$ cat src/rtl/mem_arbiter_pkg.sv
// Shared definitions for the MEM-stage RAM arbiter: FSM state encodings,
// default geometry and requester port indices.
package mem_arbiter_pkg;

  typedef enum logic [1:0] {
    StIdle  = 2'd0,
    StIssue = 2'd1,
    StWait  = 2'd2
  } arb_state_e;

  localparam int unsigned DefaultDataW = 32;
  localparam int unsigned DefaultRamAw = 10;

  localparam int unsigned Port0 = 0;
  localparam int unsigned Port1 = 1;

endpackage

$ cat src/rtl/mem_arbiter_rr_arb2.sv
// Two-way round-robin grant logic. The pointer names the port that wins a tie and
// moves to the other port whenever a grant is taken (advance).
module mem_arbiter_rr_arb2
  import mem_arbiter_pkg::*;
(
  input  logic       clk,
  input  logic       reset,
  input  logic [1:0] req,
  input  logic       advance,
  output logic [1:0] gnt
);

  logic ptr_q, ptr_d;

  always_comb begin
    gnt = 2'b00;
    unique case (req)
      2'b01:   gnt = 2'b01;
      2'b10:   gnt = 2'b10;
      2'b11:   gnt = ptr_q ? 2'b10 : 2'b01;
      default: gnt = 2'b00;
    endcase
  end

  // After serving port 0 the tie goes to port 1, and vice versa.
  always_comb begin
    ptr_d = ptr_q;
    if (advance && (gnt != 2'b00)) begin
      ptr_d = gnt[Port0];
    end
  end

  always_ff @(posedge clk) begin
    if (reset) begin
      ptr_q <= 1'b0;
    end else begin
      ptr_q <= ptr_d;
    end
  end

endmodule

$ cat src/rtl/mem_arbiter.sv
// Round-robin arbiter sharing the MEM-stage data RAM between the pipeline (port 0) and the
// debug/loader port (port 1). Define MEM_ARB_ALIGN_CHECK_EN to add err0/err1 alignment checks.
module mem_arbiter
  import mem_arbiter_pkg::*;
#(
  parameter int unsigned DATA_W = DefaultDataW,
  parameter int unsigned RAM_AW = DefaultRamAw,
  parameter int unsigned RD_LAT = 1
) (
  input  logic              clk,
  input  logic              reset,
  input  logic              req0,
  input  logic              req1,
  input  logic              we0,
  input  logic              we1,
  input  logic [31:0]       addr0,
  input  logic [31:0]       addr1,
  input  logic [DATA_W-1:0] wdata0,
  input  logic [DATA_W-1:0] wdata1,
  output logic              ack0,
  output logic              ack1,
  output logic              rvalid0,
  output logic              rvalid1,
  output logic [DATA_W-1:0] rdata,
  output logic              busy,
`ifdef MEM_ARB_ALIGN_CHECK_EN
  output logic              err0,
  output logic              err1,
`endif
  output logic              ram_we,
  output logic [RAM_AW-1:0] ram_addr,
  output logic [DATA_W-1:0] ram_din,
  input  logic [DATA_W-1:0] ram_dout
);

  arb_state_e        state_q, state_d;
  logic [1:0]        cnt_q, cnt_d;
  logic              we_q, we_d;
  logic [RAM_AW-1:0] addr_q, addr_d;
  logic [DATA_W-1:0] wdata_q, wdata_d;
  logic              port_q, port_d;
  logic              misaligned;
  logic [1:0]        gnt;
  logic              grant;
  logic              issue;
  logic              rd_done;

  assign grant = (state_q == StIdle) && (gnt != 2'b00);

  mem_arbiter_rr_arb2 u_rr (
    .clk     (clk),
    .reset   (reset),
    .req     ({req1, req0}),
    .advance (grant),
    .gnt     (gnt)
  );

`ifdef MEM_ARB_ALIGN_CHECK_EN
  logic mis_q, mis_d;
  assign misaligned = mis_q;
  logic unused_addr_bits;
  assign unused_addr_bits = ^{addr0[31:RAM_AW+2], addr1[31:RAM_AW+2]};
`else
  assign misaligned = 1'b0;
  // Upper bits wrap and byte-lane bits are don't-care in this build.
  logic unused_addr_bits;
  assign unused_addr_bits = ^{addr0[31:RAM_AW+2], addr1[31:RAM_AW+2], addr0[1:0], addr1[1:0]};
`endif

  always_comb begin
    state_d = state_q;
    cnt_d   = cnt_q;
    we_d    = we_q;
    addr_d  = addr_q;
    wdata_d = wdata_q;
    port_d  = port_q;
`ifdef MEM_ARB_ALIGN_CHECK_EN
    mis_d   = mis_q;
`endif
    unique case (state_q)
      StIdle: begin
        if (grant) begin
          port_d  = gnt[Port1];
          we_d    = gnt[Port1] ? we1 : we0;
          addr_d  = gnt[Port1] ? addr1[RAM_AW+1:2] : addr0[RAM_AW+1:2];
          wdata_d = gnt[Port1] ? wdata1 : wdata0;
`ifdef MEM_ARB_ALIGN_CHECK_EN
          mis_d   = gnt[Port1] ? (addr1[1:0] != 2'b00) : (addr0[1:0] != 2'b00);
`endif
          state_d = StIssue;
        end
      end
      StIssue: begin
        if (we_q || misaligned) begin
          state_d = StIdle;
        end else begin
          state_d = StWait;
          cnt_d   = 2'(RD_LAT);
        end
      end
      StWait: begin
        if (cnt_q == 2'd1) begin
          state_d = StIdle;
        end else begin
          cnt_d = cnt_q - 2'd1;
        end
      end
      default: state_d = StIdle;
    endcase
  end

  always_ff @(posedge clk) begin
    if (reset) begin
      state_q <= StIdle;
      cnt_q   <= 2'd0;
      we_q    <= 1'b0;
      addr_q  <= '0;
      wdata_q <= '0;
      port_q  <= 1'b0;
`ifdef MEM_ARB_ALIGN_CHECK_EN
      mis_q   <= 1'b0;
`endif
    end else begin
      state_q <= state_d;
      cnt_q   <= cnt_d;
      we_q    <= we_d;
      addr_q  <= addr_d;
      wdata_q <= wdata_d;
      port_q  <= port_d;
`ifdef MEM_ARB_ALIGN_CHECK_EN
      mis_q   <= mis_d;
`endif
    end
  end

  assign issue = (state_q == StIssue);
  // A reset arriving in the final wait cycle suppresses the read completion.
  assign rd_done = (state_q == StWait) && (cnt_q == 2'd1) && !reset;

  assign ack0     = issue && !port_q;
  assign ack1     = issue && port_q;
  assign rvalid0  = rd_done && !port_q;
  assign rvalid1  = rd_done && port_q;
  assign rdata    = rd_done ? ram_dout : '0;
  assign busy     = (state_q != StIdle);
  assign ram_we   = issue && we_q && !misaligned;
  assign ram_addr = addr_q;
  assign ram_din  = wdata_q;

`ifdef MEM_ARB_ALIGN_CHECK_EN
  assign err0 = issue && misaligned && !port_q;
  assign err1 = issue && misaligned && port_q;
`endif

endmodule
$ cat config.mk
export PLATFORM = sky130hd
export DESIGN_NAME = mem_arbiter
export DESIGN_NICKNAME = d
export VERILOG_FILES = /design/src/rtl/mem_arbiter_pkg.sv /design/src/rtl/mem_arbiter_rr_arb2.sv /design/src/rtl/mem_arbiter.sv
export SDC_FILE = /design/constraint.sdc
export NUM_CORES = 1
export LEC_CHECK = 0
export CAP_MARGIN = 0
export CORE_MARGIN = 3
export CORE_UTILIZATION = 31
export DETAILED_ROUTE_END_ITERATION = 10
export HOLD_SLACK_MARGIN = 0.12
export PLACE_DENSITY = 0.79
export SYNTH_ARGS = -nofsm -noshare
export SYNTH_HDL_FRONTEND = slang
export SYNTH_SLANG_ARGS = --single-unit
$ cat constraint.sdc
create_clock -name clk -period 1.8 [get_ports clk]
set_input_delay 0.18 -clock clk [delete_from_list [all_inputs] [get_ports clk]]
set_output_delay 0.18 -clock clk [all_outputs]
set_load 0.005 [all_outputs]
* Yosys cells after proc, flatten, opt, wreduce, memory -nomap -nowiden
Cells that the tools add are included. Widths: inputs -> output; s select.
Operators by class: shifts and indexed selects 0, bitwise operators 0, add/sub/neg operators 1, muxes and demuxes 13, order comparisons 0, $mul 0, div/mod/pow operators 0, reduce and logical (&&, ||, !) cells 18, eq/ne operators 10
Operators with widths (count):
- $mux 32 | 2
- $mux 2 | 6
- $pmux 2 s3 | 2
- $mux 10 | 1
- $logic_and 1x1->1 | 9
- $eq 2x1->1 const B | 3
- $eq 2x2->1 const B | 3
- $ne 2x2->1 const B | 3
- $reduce_bool 2->1 | 3
- $pmux 2 s2 | 1
- $reduce_and 2->1 | 2
- $reduce_and 3->1 | 1
- $logic_not 1->1 | 2
- $logic_not 2->1 | 1
- $ne 2x1->1 const B | 1
- $sub 2x1->2 const B | 1
- $mux 1 | 1
Storage, ports and cells: latch bits 0, input port bits 166, ROM bits 0, bits in registers 49, RAM bits 0, logic and storage cells 49, output and inout bits 80, memories kept 0

* Logic depth before layout (Yosys ltp)
word-level depth 6, depth in mapped cells 6, depth with buffers taken out 5

* By module
A second synthesis with hierarchy kept.
Unflattened totals: cell total of the unflattened synthesis 274, area total of the unflattened synthesis 2743.9 um2
Modules (own cells, without submodules):
- mem_arbiter | cells an instance 267, seq. area each 960.9 um2, instances 1, area each 2678.8 um2
- mem_arbiter_rr_arb2 | cells an instance 7, seq. area each 20.0 um2, instances 1, area each 65.1 um2

* Worst setup path before layout
No wires, ideal clock.
path kind reg2out, start register cnt_q[1], end output port rdata[10], stages on the path, launching flop included 6, buffers on the path 1, arrival time 1075 ps, required time 1620 ps, path slack 545 ps, cells stage by stage dfxtp_1 > inv_1 > ha_1 > and4bb_2 > clkbuf_2 > and2_1
On the way: cells in the longest elaborated chain, start to end 4
Ends and longest elaborated chain:
- start: declaration | line mem_arbiter.sv:37 | logic [1:0] cnt_q, cnt_d;
- start signal: assignment | line mem_arbiter.sv:125 | cnt_q <= cnt_d;
- $eq 2x1->1 | line mem_arbiter.sv:138 | assign rd_done = (state_q == StWait) && (cnt_q == 2'd1) && !reset;
- $logic_and 1x1->1 (2 in series) | line mem_arbiter.sv:138
- $mux 32 | line mem_arbiter.sv:144 | assign rdata = rd_done ? ram_dout : '0;
- end: declaration | line mem_arbiter.sv:24 | output logic [DATA_W-1:0] rdata,
Every way passes these cells.

* Final worst setup path
start register cnt_q[1], end output port rdata[29]
The elaborated chain is that of the path after synthesis.

==> impl_metrics.toml <==
[status]
outcome = "complete, no violations"

[critical_path]
cp_max_fo = 4
critPathMostFrequentCell = "buf_6"
crit_path_end_kind = "output pin"
worstPathCellList = "inv_2, ha_4, and4bb_4, buf_6, clkbuf_16, and2_4, buf_6"
setup.worst_path.class = "reg2out"
cpMaxStageDelayCell = "dfxtp_2"
cp.required_ps = 1620
arrival_ps = 1610
slowest_delay_ps = 330
crit_path_start_kind = "flip-flop"

[placed_design]
gp_congestion = 0.757
place_area_mm2 = 0.00480
io_buffers = 201
hpwl_um = 7280
dp.cells = 616

[final_layout]
syn_to_final_growth_pct = 91.3
finalNonFillerCells = 633
post-route-cell-area_mm2 = 0.00515
drive_gt1_frac = 0.216
nNetsFinal = 693

[drt]
detail_route.vias_per_cell = 5.38
wirelength_um = 10800
drt_iter0_drc = 152
antenna_left = 0
dr_total_vias = 3408
wl_per_cell_um = 17.1
drt_first_pass_iters = 4
drc = 0

[global_route]
grt_pass1_vias = 3234
globalRouteOverflowTotal = 0
antenna_found_initial = 0
grt_max_degree = 50
global_route.usage.met1 = 0.222
grt_pass1_wl_um = 16100
grt.met3_usage = 0.0582
globalRoute.busiestLayer = "met2"
use_met2 = 0.363
gr-usage-all-layers = 0.197

[logic_synthesis]
synth.avg_cell_area_um2 = 8.15
postSynthCellCount = 330
yosysSeqAreaShare = 0.365
yosys_warnings = 0
synth_area_mm2 = 0.00269
syn-num-nets = 497
yosys_register_bits = 49
yosysUniqueCellTypes = 27

[power]
seqPwrFrac = 0.397
p_clk_frac = 0.210
p_switching_uw = 1010
p_int_uw = 2360
peakVddDrop_mv = 0.363
swShare = 0.301
power_frac_comb = 0.393
p_leak_uw = 0.00195
p_per_area_mw_per_mm2 = 655

[sta]
hold_viol = 0
max-slew-margin-rel = 0.583
fmax_mhz = 560
fin_crit_ps = 1790
rsz0062_at_grt = "yes"
worst_slew_pin_slew_ps = 625
hold_ws_ps = 467
setup_viol = 0
finalMaxSlewViolations = 0
fin_crit_sh = 0.993
final.setup_skew_ps = 7.81

[floorplan]
dieArea_mm2 = 0.00983
core_area_mm2 = 0.00834
die_w_um = 99.2
fp.dieH_um = 99.2
boundaryPins = 246
start_util = 0.323
core.rowCount = 33

[clock_tree]
cts_tree = "yes"
cts-buffers-inserted = 5
clk_pin_slew_ps = 90
h-tree-depth = 2
cts_buffer_depth = 2
clockRootBuffer = "clkbuf_8"
clock_sinks = 49
insertion_delay_ps = 300

[job]
cap_violations = 0

[worst_hold_path]
hp-class = "in2reg"
sequential cells by signal (all words and copies together), names as in the netlist:
name	flops
cnt_q	2
ram_addr	10
u_rr.ptr_q	1
port_q	1
state_q	2
ram_din	32
we_q	1
final timing paths:
path,startpoint,to,slack [ps],depth (start not counted)
max,cnt_q[1],rdata[29],10,7
max reg2reg,state_q[0],ram_din[14],180,5
min reg2reg,u_rr.ptr_q,u_rr.ptr_q,510,1
min,we0,we_q,470,3
critical path: cells and delay by family, from the launching register on:
family / cells / cell delay (ps)
buffers and inverters: 4 / 440
and+or+nand+nor: 2 / 420
DFF: 1 / 330
adders and majority gates: 1 / 120
cell type report:
class	count	area [µm²]
antenna	1	2.50
clock buffer	7	96.3
clock inverter	1	5.00
fill	679	3190
inverter	4	17.5
multi-input combinational	236	1550
sequential	49	986
tap	105	131
timing repair buffer	230	2360
timing repair:
| item | 4_1_cts | 5_1_grt |
|---|---|---|
| endpoints found under the hold margin | 0 | 0 |
| cloned | 3 | 2 |
| hold buffers | 0 | 0 |
| resized for setup | 139 | 59 |
| pin swaps | 3 | 17 |
| setup endpoints to repair | 78 | 78 |
| setup buffers | 3 | 0 |
synth_stat cells, drive strengths merged:
master	number	area, µm²
buf	29	200
and2	33	206
nand3	44	220
a311oi	44	385
o21ai	46	230
nor3	1	5.00
dfxtp	49	981
and2b	2	16.3
clkbuf	13	52.6
and4bb	1	12.5
nor3b	2	15.0
and3b	2	17.5
a21oi	46	230
ha	1	12.5
mux2i	2	20.0
nand2b	1	6.26
nor2b	1	6.26
a2111oi	1	10.0
nor2	7	41.3
or2	1	6.26
inv	4	15.0
kinds of logic (layout without fill, tap and decap cells):
family          after synthesis  after routing  synth area share
simple gates                 95             96             0.206
other cells                   0              1                 0
fa+ha+maj                     1              1           0.00465
mux                           2              2           0.00744
buf+inv                      46            242            0.0995
flops                        49             49             0.365
compound gates              137            137             0.318
stage by stage:
step / util / TNS [ps] / power (µW) / setup WS (ps)
finish: 0.617 / 0 / 3370 / 13.5
global route: 0.617 / -681 / 3560 / -56.3
CTS: 0.588 / -190 / 3360 / -32.3
detailed placement: 0.576 / -5960 / 2630 / -171
global placement: 0.576 / -5110 / 2610 / -128
floorplan: - / 0 / 1920 / 545
per-layer routing:
layer | up-vias | share of wire
li1 | 1630 | -
met1 | 1614 | 0.39
met2 | 155 | 0.51
met3 | 9 | 0.090
met4 | 0 | 0.0094
met5 | - | 0
layout by cell type (no fill, tap or decap), types with 2 or more instances in the layout:
cell type	netlist	final
mux2i_1	2	2
clkbuf_8	0	7
and3b_1	2	2
inv_2	1	2
buf_16	0	3
nor2_1	5	5
buf_4	7	17
and2_4	0	25
buf_6	6	23
buf_12	0	5
a21oi_1	46	46
o21ai_0	46	46
clkdlybuf4s50_1	0	165
dfxtp_1	49	45
and2_1	33	8
a311oi_1	44	43
dfxtp_2	0	4
clkdlybuf4s15_2	0	4
buf_2	16	10
nor2_4	2	3
nand3_1	44	44
power groups by stage:
stage / clock (µW) / sequential (µW) / combinational [µW]
final: 709 / 1340 / 1320
after CTS: 734 / 1330 / 1290
after global routing: 768 / 1360 / 1430
after global placement: 0 / 1350 / 1260
after floorplan: 0 / 1360 / 563
after detailed placement: 0 / 1350 / 1280
Power figures use the tool's default switching activity.
